**src/rtl/sdram_arbit_if.sv**
```systemverilog
// rtl/sdram_arbit_if.sv - sub-controller and SDRAM pin bundle for the command arbiter
interface sdram_arbit_if;
    logic        flag_init_end;
    logic [3:0]  init_cmd;
    logic [12:0] init_addr;
    logic        ref_req;
    logic        flag_ref_end;
    logic [3:0]  aref_cmd;
    logic [12:0] aref_addr;
    logic        wr_req;
    logic        flag_wr_end;
    logic [3:0]  wr_cmd;
    logic [12:0] wr_addr;
    logic        rd_req;
    logic        flag_rd_end;
    logic [3:0]  rd_cmd;
    logic [12:0] rd_addr;
    logic        ref_en;
    logic        wr_en;
    logic        rd_en;
    logic        sdram_cke;
    logic [3:0]  sdram_cmd;
    logic [12:0] sdram_addr;
    logic        ref_late;

    // Arbiter side
    modport slave (
        input  flag_init_end, init_cmd, init_addr,
        input  ref_req, flag_ref_end, aref_cmd, aref_addr,
        input  wr_req, flag_wr_end, wr_cmd, wr_addr,
        input  rd_req, flag_rd_end, rd_cmd, rd_addr,
        output ref_en, wr_en, rd_en,
        output sdram_cke, sdram_cmd, sdram_addr, ref_late
    );

    // Sub-controller / pin side
    modport master (
        output flag_init_end, init_cmd, init_addr,
        output ref_req, flag_ref_end, aref_cmd, aref_addr,
        output wr_req, flag_wr_end, wr_cmd, wr_addr,
        output rd_req, flag_rd_end, rd_cmd, rd_addr,
        input  ref_en, wr_en, rd_en,
        input  sdram_cke, sdram_cmd, sdram_addr, ref_late
    );
endinterface

```
**src/rtl/sdram_arbit.sv**
```systemverilog
// rtl/sdram_arbit.sv - SDRAM command arbiter: init, refresh priority, write/read round-robin
module sdram_arbit #(
    parameter int REF_LATE_MAX = 250
) (
    input  logic          sclk,
    input  logic          s_rst,
    sdram_arbit_if.slave  bus
);
    typedef enum logic [2:0] {INIT, ARBIT, AREF, WRITE, READ} state_t;

    localparam logic [3:0] CMD_NOP = 4'b0111;

    state_t      state;
    state_t      state_nxt;
    logic        last_rd;
    logic [7:0]  late_cnt;
    logic        ref_late_r;

    // State register; reset aborts any burst in progress
    always_ff @(posedge sclk) begin
        if (s_rst) state <= INIT;
        else       state <= state_nxt;
    end

    // Next-state: refresh first, then write/read alternating when both pend
    always_comb begin
        state_nxt = state;
        case (state)
            INIT:  if (bus.flag_init_end) state_nxt = ARBIT;
            ARBIT: begin
                if (bus.ref_req)                    state_nxt = AREF;
                else if (bus.wr_req && bus.rd_req)  state_nxt = last_rd ? WRITE : READ;
                else if (bus.wr_req)                state_nxt = WRITE;
                else if (bus.rd_req)                state_nxt = READ;
                else                                state_nxt = ARBIT;
            end
            AREF:  if (bus.flag_ref_end) state_nxt = ARBIT;
            WRITE: if (bus.flag_wr_end)  state_nxt = ARBIT;
            READ:  if (bus.flag_rd_end)  state_nxt = ARBIT;
            default: state_nxt = INIT;
        endcase
    end

    // Remember which data module was served last; refresh leaves it untouched
    always_ff @(posedge sclk) begin
        if (s_rst) begin
            last_rd <= 1'b1;
        end else if (state == ARBIT) begin
            if (state_nxt == READ)       last_rd <= 1'b1;
            else if (state_nxt == WRITE) last_rd <= 1'b0;
        end
    end

    // Count cycles a refresh request is stalled behind a data burst
    always_ff @(posedge sclk) begin
        if (s_rst) begin
            late_cnt <= 8'd0;
        end else if (state == AREF) begin
            late_cnt <= 8'd0;
        end else if (bus.ref_req && (state == WRITE || state == READ) && late_cnt != 8'hFF) begin
            late_cnt <= late_cnt + 8'd1;
        end
    end

    // Sticky late-refresh error, cleared only by reset
    always_ff @(posedge sclk) begin
        if (s_rst)                                 ref_late_r <= 1'b0;
        else if (32'(late_cnt) >= REF_LATE_MAX)    ref_late_r <= 1'b1;
    end

    // Grants decoded straight from the state register
    always_comb begin
        bus.ref_en    = (state == AREF);
        bus.wr_en     = (state == WRITE);
        bus.rd_en     = (state == READ);
        bus.sdram_cke = 1'b1;
        bus.ref_late  = ref_late_r;
    end

    // Pin mux: the owner of the bus drives command and address
    always_comb begin
        bus.sdram_cmd  = CMD_NOP;
        bus.sdram_addr = 13'd0;
        case (state)
            INIT:  begin bus.sdram_cmd = bus.init_cmd; bus.sdram_addr = bus.init_addr; end
            AREF:  begin bus.sdram_cmd = bus.aref_cmd; bus.sdram_addr = bus.aref_addr; end
            WRITE: begin bus.sdram_cmd = bus.wr_cmd;   bus.sdram_addr = bus.wr_addr;   end
            READ:  begin bus.sdram_cmd = bus.rd_cmd;   bus.sdram_addr = bus.rd_addr;   end
            default: begin bus.sdram_cmd = CMD_NOP; bus.sdram_addr = 13'd0; end
        endcase
    end
endmodule

```
**src/flat_wrapper.sv**
```systemverilog
// flat-port wrapper written by rule: the top's interface ports become plain ports
module sdram_arbit_flat 
#(
    parameter int REF_LATE_MAX = 250
)
  (sclk, s_rst, bus_flag_init_end, bus_init_cmd, bus_init_addr, bus_ref_req, bus_flag_ref_end, bus_aref_cmd, bus_aref_addr, bus_wr_req, bus_flag_wr_end, bus_wr_cmd, bus_wr_addr, bus_rd_req, bus_flag_rd_end, bus_rd_cmd, bus_rd_addr, bus_ref_en, bus_wr_en, bus_rd_en, bus_sdram_cke, bus_sdram_cmd, bus_sdram_addr, bus_ref_late);
  sdram_arbit_if bus_i ();
  input  logic sclk;
  input  logic s_rst;
  input wire logic [$bits(bus_i.flag_init_end)-1:0] bus_flag_init_end;
  input wire logic [$bits(bus_i.init_cmd)-1:0] bus_init_cmd;
  input wire logic [$bits(bus_i.init_addr)-1:0] bus_init_addr;
  input wire logic [$bits(bus_i.ref_req)-1:0] bus_ref_req;
  input wire logic [$bits(bus_i.flag_ref_end)-1:0] bus_flag_ref_end;
  input wire logic [$bits(bus_i.aref_cmd)-1:0] bus_aref_cmd;
  input wire logic [$bits(bus_i.aref_addr)-1:0] bus_aref_addr;
  input wire logic [$bits(bus_i.wr_req)-1:0] bus_wr_req;
  input wire logic [$bits(bus_i.flag_wr_end)-1:0] bus_flag_wr_end;
  input wire logic [$bits(bus_i.wr_cmd)-1:0] bus_wr_cmd;
  input wire logic [$bits(bus_i.wr_addr)-1:0] bus_wr_addr;
  input wire logic [$bits(bus_i.rd_req)-1:0] bus_rd_req;
  input wire logic [$bits(bus_i.flag_rd_end)-1:0] bus_flag_rd_end;
  input wire logic [$bits(bus_i.rd_cmd)-1:0] bus_rd_cmd;
  input wire logic [$bits(bus_i.rd_addr)-1:0] bus_rd_addr;
  output wire logic [$bits(bus_i.ref_en)-1:0] bus_ref_en;
  output wire logic [$bits(bus_i.wr_en)-1:0] bus_wr_en;
  output wire logic [$bits(bus_i.rd_en)-1:0] bus_rd_en;
  output wire logic [$bits(bus_i.sdram_cke)-1:0] bus_sdram_cke;
  output wire logic [$bits(bus_i.sdram_cmd)-1:0] bus_sdram_cmd;
  output wire logic [$bits(bus_i.sdram_addr)-1:0] bus_sdram_addr;
  output wire logic [$bits(bus_i.ref_late)-1:0] bus_ref_late;
  assign bus_i.flag_init_end = bus_flag_init_end;
  assign bus_i.init_cmd = bus_init_cmd;
  assign bus_i.init_addr = bus_init_addr;
  assign bus_i.ref_req = bus_ref_req;
  assign bus_i.flag_ref_end = bus_flag_ref_end;
  assign bus_i.aref_cmd = bus_aref_cmd;
  assign bus_i.aref_addr = bus_aref_addr;
  assign bus_i.wr_req = bus_wr_req;
  assign bus_i.flag_wr_end = bus_flag_wr_end;
  assign bus_i.wr_cmd = bus_wr_cmd;
  assign bus_i.wr_addr = bus_wr_addr;
  assign bus_i.rd_req = bus_rd_req;
  assign bus_i.flag_rd_end = bus_flag_rd_end;
  assign bus_i.rd_cmd = bus_rd_cmd;
  assign bus_i.rd_addr = bus_rd_addr;
  assign bus_ref_en = bus_i.ref_en;
  assign bus_wr_en = bus_i.wr_en;
  assign bus_rd_en = bus_i.rd_en;
  assign bus_sdram_cke = bus_i.sdram_cke;
  assign bus_sdram_cmd = bus_i.sdram_cmd;
  assign bus_sdram_addr = bus_i.sdram_addr;
  assign bus_ref_late = bus_i.ref_late;
  sdram_arbit #(.REF_LATE_MAX(REF_LATE_MAX)) u_core (.sclk(sclk), .s_rst(s_rst), .bus(bus_i));
endmodule
```
**config.mk**
```make
export PLATFORM = sky130hd
export DESIGN_NAME = sdram_arbit_flat
export DESIGN_NICKNAME = d
export VERILOG_FILES = /design/src/rtl/sdram_arbit_if.sv /design/src/rtl/sdram_arbit.sv /design/src/flat_wrapper.sv
export SDC_FILE = /design/constraint.sdc
export NUM_CORES = 1
export LEC_CHECK = 0
export CAP_MARGIN = 20
export CORE_ASPECT_RATIO = 1.4
export CORE_UTILIZATION = 25
export DETAILED_ROUTE_END_ITERATION = 16
export GPL_TIMING_DRIVEN = 0
export HOLD_SLACK_MARGIN = 0.1
export PLACE_DENSITY = 0.64
export SYNTH_ARGS = -nofsm -noshare
export SYNTH_HDL_FRONTEND = slang
export SYNTH_SLANG_ARGS = --single-unit
```
**constraint.sdc**
```tcl
create_clock -name sclk -period 1.77 [get_ports sclk]
set_input_delay 0.177 -clock sclk [delete_from_list [all_inputs] [get_ports sclk]]
set_output_delay 0.177 -clock sclk [all_outputs]
set_load 0.05 [all_outputs]
```
==> results of run 1 <==
cell usage in the layout, fill, tap and decap left out, types with 3 or more instances in the layout:
master | netlist | routed
a211oi_1 | 3 | 3
a21oi_1 | 18 | 10
a21oi_2 | 1 | 9
a31oi_1 | 5 | 5
buf_12 | 0 | 3
buf_4 | 2 | 7
buf_6 | 2 | 19
buf_8 | 0 | 4
clkbuf_1 | 8 | 3
clkbuf_16 | 0 | 3
clkbuf_2 | 0 | 3
clkbuf_8 | 0 | 4
clkdlybuf4s50_1 | 0 | 76
dfxtp_1 | 13 | 10
inv_1 | 5 | 5
mux2i_1 | 16 | 16
nand2_1 | 22 | 10
nand2_2 | 0 | 3
nand2_4 | 0 | 9
nand3_1 | 3 | 3
nand4_1 | 3 | 3
nor2_1 | 25 | 25
nor3_1 | 5 | 5
o21ai_0 | 17 | 3
o21ai_2 | 0 | 8
o21ai_4 | 1 | 7
o22a_1 | 5 | 5
cell families after synthesis:
kind of cell | Yosys count | share of synthesized area, %
simple gates | 73 | 25.78
compound gates | 60 | 29.29
buf+inv | 22 | 9.194
mux | 18 | 13.84
flops | 13 | 19.72
fa+ha+maj | 2 | 1.895
other cells | 1 | 0.2841
where the power goes:
group / total [mW] / switching, mW / internal, mW
Combinational: 0.874 / 0.446 / 0.428
Sequential: 0.312 / 0.0112 / 0.301
Clock: 0.282 / 0.126 / 0.156
cell type report:
| cell class | instances | area (µm²) |
|---|---|---|
| well taps | 64 | 80.08 |
| inverters | 6 | 35.03 |
| plain buffers | 12 | 118.9 |
| clock inverters | 1 | 5.005 |
| multi-input cells | 154 | 1156 |
| fillers | 454 | 2074 |
| clock buffers | 3 | 41.29 |
| repair buffers | 111 | 1175 |
| flip-flops and latches | 13 | 269.0 |
metal layers:
layer  wire length (µm)  share of wire (%)  up-vias
met5                  0                  0        -
met4                 53                1.0        0
met3                458                8.7        5
met2               2778                 53       72
met1               1973                 37      807
li1                   -                  -      900
critical path, cell delays in order (launching register included):
cell and delay [ps]:
dfxtp_4 380, or3b_4 440, clkinv_8 90, clkbuf_16 160, nand2_4 50, o21ai_4 50, buf_6 170
sequential cells by signal, indices dropped and copies added (netlist names):
register	cells
u_core.bus.ref_late	1
u_core.late_cnt	8
u_core.state	3
u_core.last_rd	1
worst max-delay path by stage:
stage                    start                 end  slack (ps)
4_1_cts        u_core.state[2]   bus_sdram_addr[5]        -110
6_report       u_core.state[1]   bus_sdram_addr[7]         -20
3_5_place_dp   u_core.state[1]   bus_sdram_addr[5]        -840
2_1_floorplan  u_core.state[1]  bus_sdram_addr[10]         -40
3_3_place_gp   u_core.state[1]   bus_sdram_addr[8]        -840
5_1_grt        u_core.state[1]   bus_sdram_addr[9]         -90
per-stage QoR:
step	cells	worst slack (ps)	util (%)	setup TNS [ps]
floorplan	189	-36.46	-	-36.46
global placement	349	-842.5	49.92	-12100
detailed placement	349	-844.3	49.92	-12010
CTS	357	-108.6	54.57	-973.7
global route	364	-88.86	58.13	-816.1
finish	364	-22.87	58.13	-142.3
timing repair:
item,in CTS,in global routing
pin swaps,11,5
resized for setup,167,34
endpoints found under the setup margin,21,27
hold endpoints to repair,0,0
cloned,1,1
hold buffers,0,0
buffers inserted,5,9
==> reports/results.tsv, run 1 <==
metric	value	unit
flop2flop setup slack	10	ps
Reg2Reg Depth	6	
initial drt markers	106	
final worst slack	-22.87	ps
Post-Route WL	5264	µm
Final Setup Violations	9	
Lkg Pwr	1.129	nW
outcome	complete, but fails checks	
failing checks	setup timing	
cell with the most instances after synthesis	nor2_1	
CTS sink count	13	
Async SR Flop Fraction	0	%
antenna viol nets, final	0	
register area share after synthesis	19.72	%
gr ovfl total	0	
maximum root-to-sink buffer count	2	
count of cell types in the netlist	44	
share of cells above drive strength 1	31.00	%
met3 usage	5.208	%
WP data required	1590	ps
Wirelength per Cell	14.46	µm
WHS	472.0	ps
RSZ-0062 raised after global routing	yes	
Hold EP	u_core.bus.ref_late	
vias in the first global route	1752	
root buf cell	clkbuf_8	
hold path cells	2	
Vias per Instance	4.901	
post-placement cell area	0.002474	mm²
Detailed Place HPWL	4099	µm
Total Nets Final	380	
CP max FO	8	
top cells by area, synth	dfxtp_1 20%, mux2i_1 12%, nor2_1 7.1%, a21oi_1 6.8%, o21ai_0 6.4%	
gr busiest metal	met2	
die width	63.41	µm
clock skew	1.678	ps
Synth Register Bits	13	
met1 capacity usage during global routing	19.88	%
die area	0.005578	mm²
mapped cell area	0.001320	mm²
Tot Pwr	1.468	mW
Max Clock Freq	0.5578	GHz
DIE HEIGHT	87.98	µm
initial antenna violation count	0	
largest net degree at the start of global routing	11	
Final Cycle Share	101.3	%
HP Class	flop to flop	
Rows	30	
Worst EP arrival	1620	ps
commonest cells in the netlist	25 x nor2_1, 22 x nand2_1, 18 x a21oi_1	
Peak VDD IR	313.0	µV
Crit. End Element	output port	
Ports	99	
DRC errors left	0	
Max Cap Viol	0	
Vias	1784	
TritonCTS clock tree	done	
pwr/cell area	509.7	mW/mm²
Worst R2R End	u_core.late_cnt[1]	
Hold Path Origin	u_core.bus.ref_late	
cell taking the most area after synthesis	dfxtp_1	
Syn. warnings	0	
min Tclk post-route	1793	ps
syn_area_per_cell	6.984	µm²
CTS buffer count	3	
Final Hold Fails	0	
CP Class	flop to output port	
Final Max Tran Viols	0	
Initial Utilization	26.64	%
Core Footprint	0.004955	mm²
Yosys top cell area share	19.72	%
Mapped Cells	189	
Inserted Diodes	0	
GPL Wtd Cong	0.8004	
first-pass GRT wire length	8107	µm
worst skew pair latency	250	ps
Layout area overhead	118.2	%
Post-synth EDFFs	0	
Top FF cell, synth	dfxtp_1	
critical path launch point type	flop	
Final Cell Area	0.002880	mm²
Clock Pin Slew Worst Setup and Hold Paths	60	ps
htree depth	1	
PortBufs	96	
FF-to-FF Start	u_core.state[1]	
GR Util met2	35.20	%
post-synth net total	268	
DRT Pass-1 Iters	4	
total track usage	18.56	%
Note: power is estimated with default switching activity, not from simulation.
==> run 2, diff against run 1 <==
- clock period: 1.77 -> 1.8 ns (I/O delays scaled with it)
==> reports/results.tsv, run 2 (synthesis results as in run 1) <==
metric	value	unit	change
TritonCTS clock tree	done		
Lkg Pwr	1.100	nW	-2.6%
maximum root-to-sink buffer count	2		unchanged
gr ovfl total	0		unchanged
PortBufs	96		unchanged
Final Max Tran Viols	0		unchanged
HP Class	primary input to flop		
Core Footprint	0.004955	mm²	unchanged
total track usage	18.91	%	+0.35 points
CP Class	flop to output port		
worst skew pair latency	240	ps	about the same
Tot Pwr	1.412	mW	-3.8%
post-placement cell area	0.002449	mm²	-1.0%
Total Nets Final	377		-0.79%
Clock Pin Slew Worst Setup and Hold Paths	50	ps	about the same
DRT Pass-1 Iters	4		unchanged
RSZ-0062 raised after global routing	yes		
root buf cell	clkbuf_8		
Rows	30		unchanged
Final Cycle Share	99.98	%	
Critical Path Max Stage Delay	470	ps	+30 ps
Ports	99		unchanged
fill count	511		+13%
Top reg by flops	u_core.late_cnt		
htree depth	1		unchanged
combinational cell fraction of total power	59.7	%	about the same
placed cells	349		unchanged
Vias	1824		+2.2%
CP Cell Sequence	or3b_4 > clkinv_8 > clkbuf_16 > nand2_4 > o21ai_2 > buf_6		
antenna viol nets, final	0		unchanged
Reg2Reg Depth	6		unchanged
Initial Utilization	26.64	%	unchanged
final core occ	56.41	%	-1.7 points
share of cells above drive strength 1	28.28	%	-2.7 points
Final Setup Violations	0		-9
Final Hold Fails	0		unchanged
Post-Route WL	5150	µm	-2.2%
hold-fix buffer count after cts	0		unchanged
outcome	finished, final reports clean		
WHS	481.1	ps	+9.048 ps
Crit. End Element	output port		
min Tclk post-route	1800	ps	
critical path's top delay family	simple AND/OR/NAND/NOR gates		
Inserted Diodes	0		unchanged
Hold Path Origin	bus_ref_req		
Layout area overhead	111.8	%	
slowest CP cell	or3b_4		
max FFs per register	8		unchanged
DIE HEIGHT	87.98	µm	unchanged
hold path cells	4		+2
CTS sink count	13		unchanged
CTS buffer count	3		unchanged
Worst EP arrival	1620	ps	about the same
GPL Wtd Cong	0.8145		+1.8%
initial drt markers	86		-19%
critical path launch point type	flop		
Detailed Place HPWL	3912	µm	-4.6%
Max Cap Viol	0		unchanged
initial antenna violation count	0		unchanged
CP max FO	8		unchanged
Layout Cells excl Fill	361		-0.82%
die width	63.41	µm	unchanged
Multi-input gate area	0.001141	mm²	-1.3%
commonest cells after routing, fill and taps aside	76 x clkdlybuf4s50_1, 25 x nor2_1, 16 x mux2i_1, 15 x buf_6, 13 x buf_4		
Levels on crit path	6		unchanged
Psw	0.5538	mW	-5.0%
clock skew	2.205	ps	+0.5270 ps
worst setup path start	u_core.state[1]		
Seq pwr share	21.9	%	+0.7 points
Max Clock Freq	0.5557	GHz	
DRC errors left	0		unchanged
vias in the first global route	1858		+6.1%
pwr/cell area	505.1	mW/mm²	-0.90%
Pint	0.8581	mW	-3.0%
Final Cell Area	0.002795	mm²	-3.0%
Peak VDD IR	285.3	µV	-8.9%
Wirelength per Cell	14.27	µm	-1.4%
CP bufs+invs	3		unchanged
slew of the pin with the lowest slew margin	636.6	ps	
die area	0.005578	mm²	unchanged
Vias per Instance	5.053		+3.1%
Clk pwr share	18.5	%	-0.7 points
largest net degree at the start of global routing	11		unchanged
most common cell after layout, fill and taps aside	clkdlybuf4s50_1		
Switching Fraction	39.22	%	-0.50 points
first-pass GRT wire length	8431	µm	+4.0%
Largest regs	u_core.late_cnt: 8 flops, u_core.state: 3 flops		
WP data required	1620	ps	+30 ps
Max transition margin	57.56	%	
storage element area	269.0	µm²	unchanged
FF-to-FF Start	u_core.state[1]		
-- run 2: cell count changes in the layout (fill, tap and decap cells not counted), sizes merged --
cell,delta
clkdlybuf4s18,-1
clkbuf,-1
clkdlybuf4s15,-1
clkinv,-1
dlygate4sd2,+1
-- run 2: final cells by class --
| type | count | area share, % |
|---|---|---|
| flip-flops and latches | 13 | 9.624 |
| multi-input cells | 154 | 40.82 |
| well taps | 64 | 2.865 |
| inverters | 6 | 1.253 |
| plain buffers | 12 | 4.252 |
| repair buffers | 108 | 39.57 |
| clock buffers | 4 | 1.611 |
-- run 2: power groups by stage --
stage	clock, mW	combinational, mW	sequential, mW
after floorplan	0	0.443	0.304
after global placement	0	0.765	0.305
after detailed placement	0	0.766	0.305
after CTS	0.273	0.813	0.305
after global routing	0.284	0.892	0.311
final	0.261	0.843	0.309
-- run 2: worst min-delay path, cell delays in order --
cell	delay [ps]
clkbuf_1	200
o21ai_4	140
o211ai_1	110
nand2_1	60
-- run 2: worst paths after layout --
check / to / slack [ps]
setup / recovery: bus_sdram_addr[3] / 0.4
hold / removal: u_core.late_cnt[1] / 480
setup reg to reg: u_core.late_cnt[1] / 70
hold reg to reg: u_core.bus.ref_late / 490
-- run 2: per-layer routing --
layer  wire length (µm)  track usage (%)  vias to the layer above
met1               1954            20.02                      845
met3                338            4.948                        6
li1                   -                -                      897
met2               2802            36.94                       76
met4                 54            3.926                        0
met5                  0                0                        -
-- run 2: what timing repair did --
item	CTS	global route
cloned	1	1
hold endpoints to repair	0	0
pin swaps	6	5
setup endpoints to repair	21	25
buffers inserted	7	3
resized for setup	165	28
-- run 2: per-stage QoR --
step                setup WS, ps  setup TNS, ps
floorplan                 -258.8         -267.0
global placement          -890.8         -12020
detailed placement        -889.3         -12020
CTS                       -89.81         -706.1
global route              -61.64         -651.2
finish                    0.3877              0
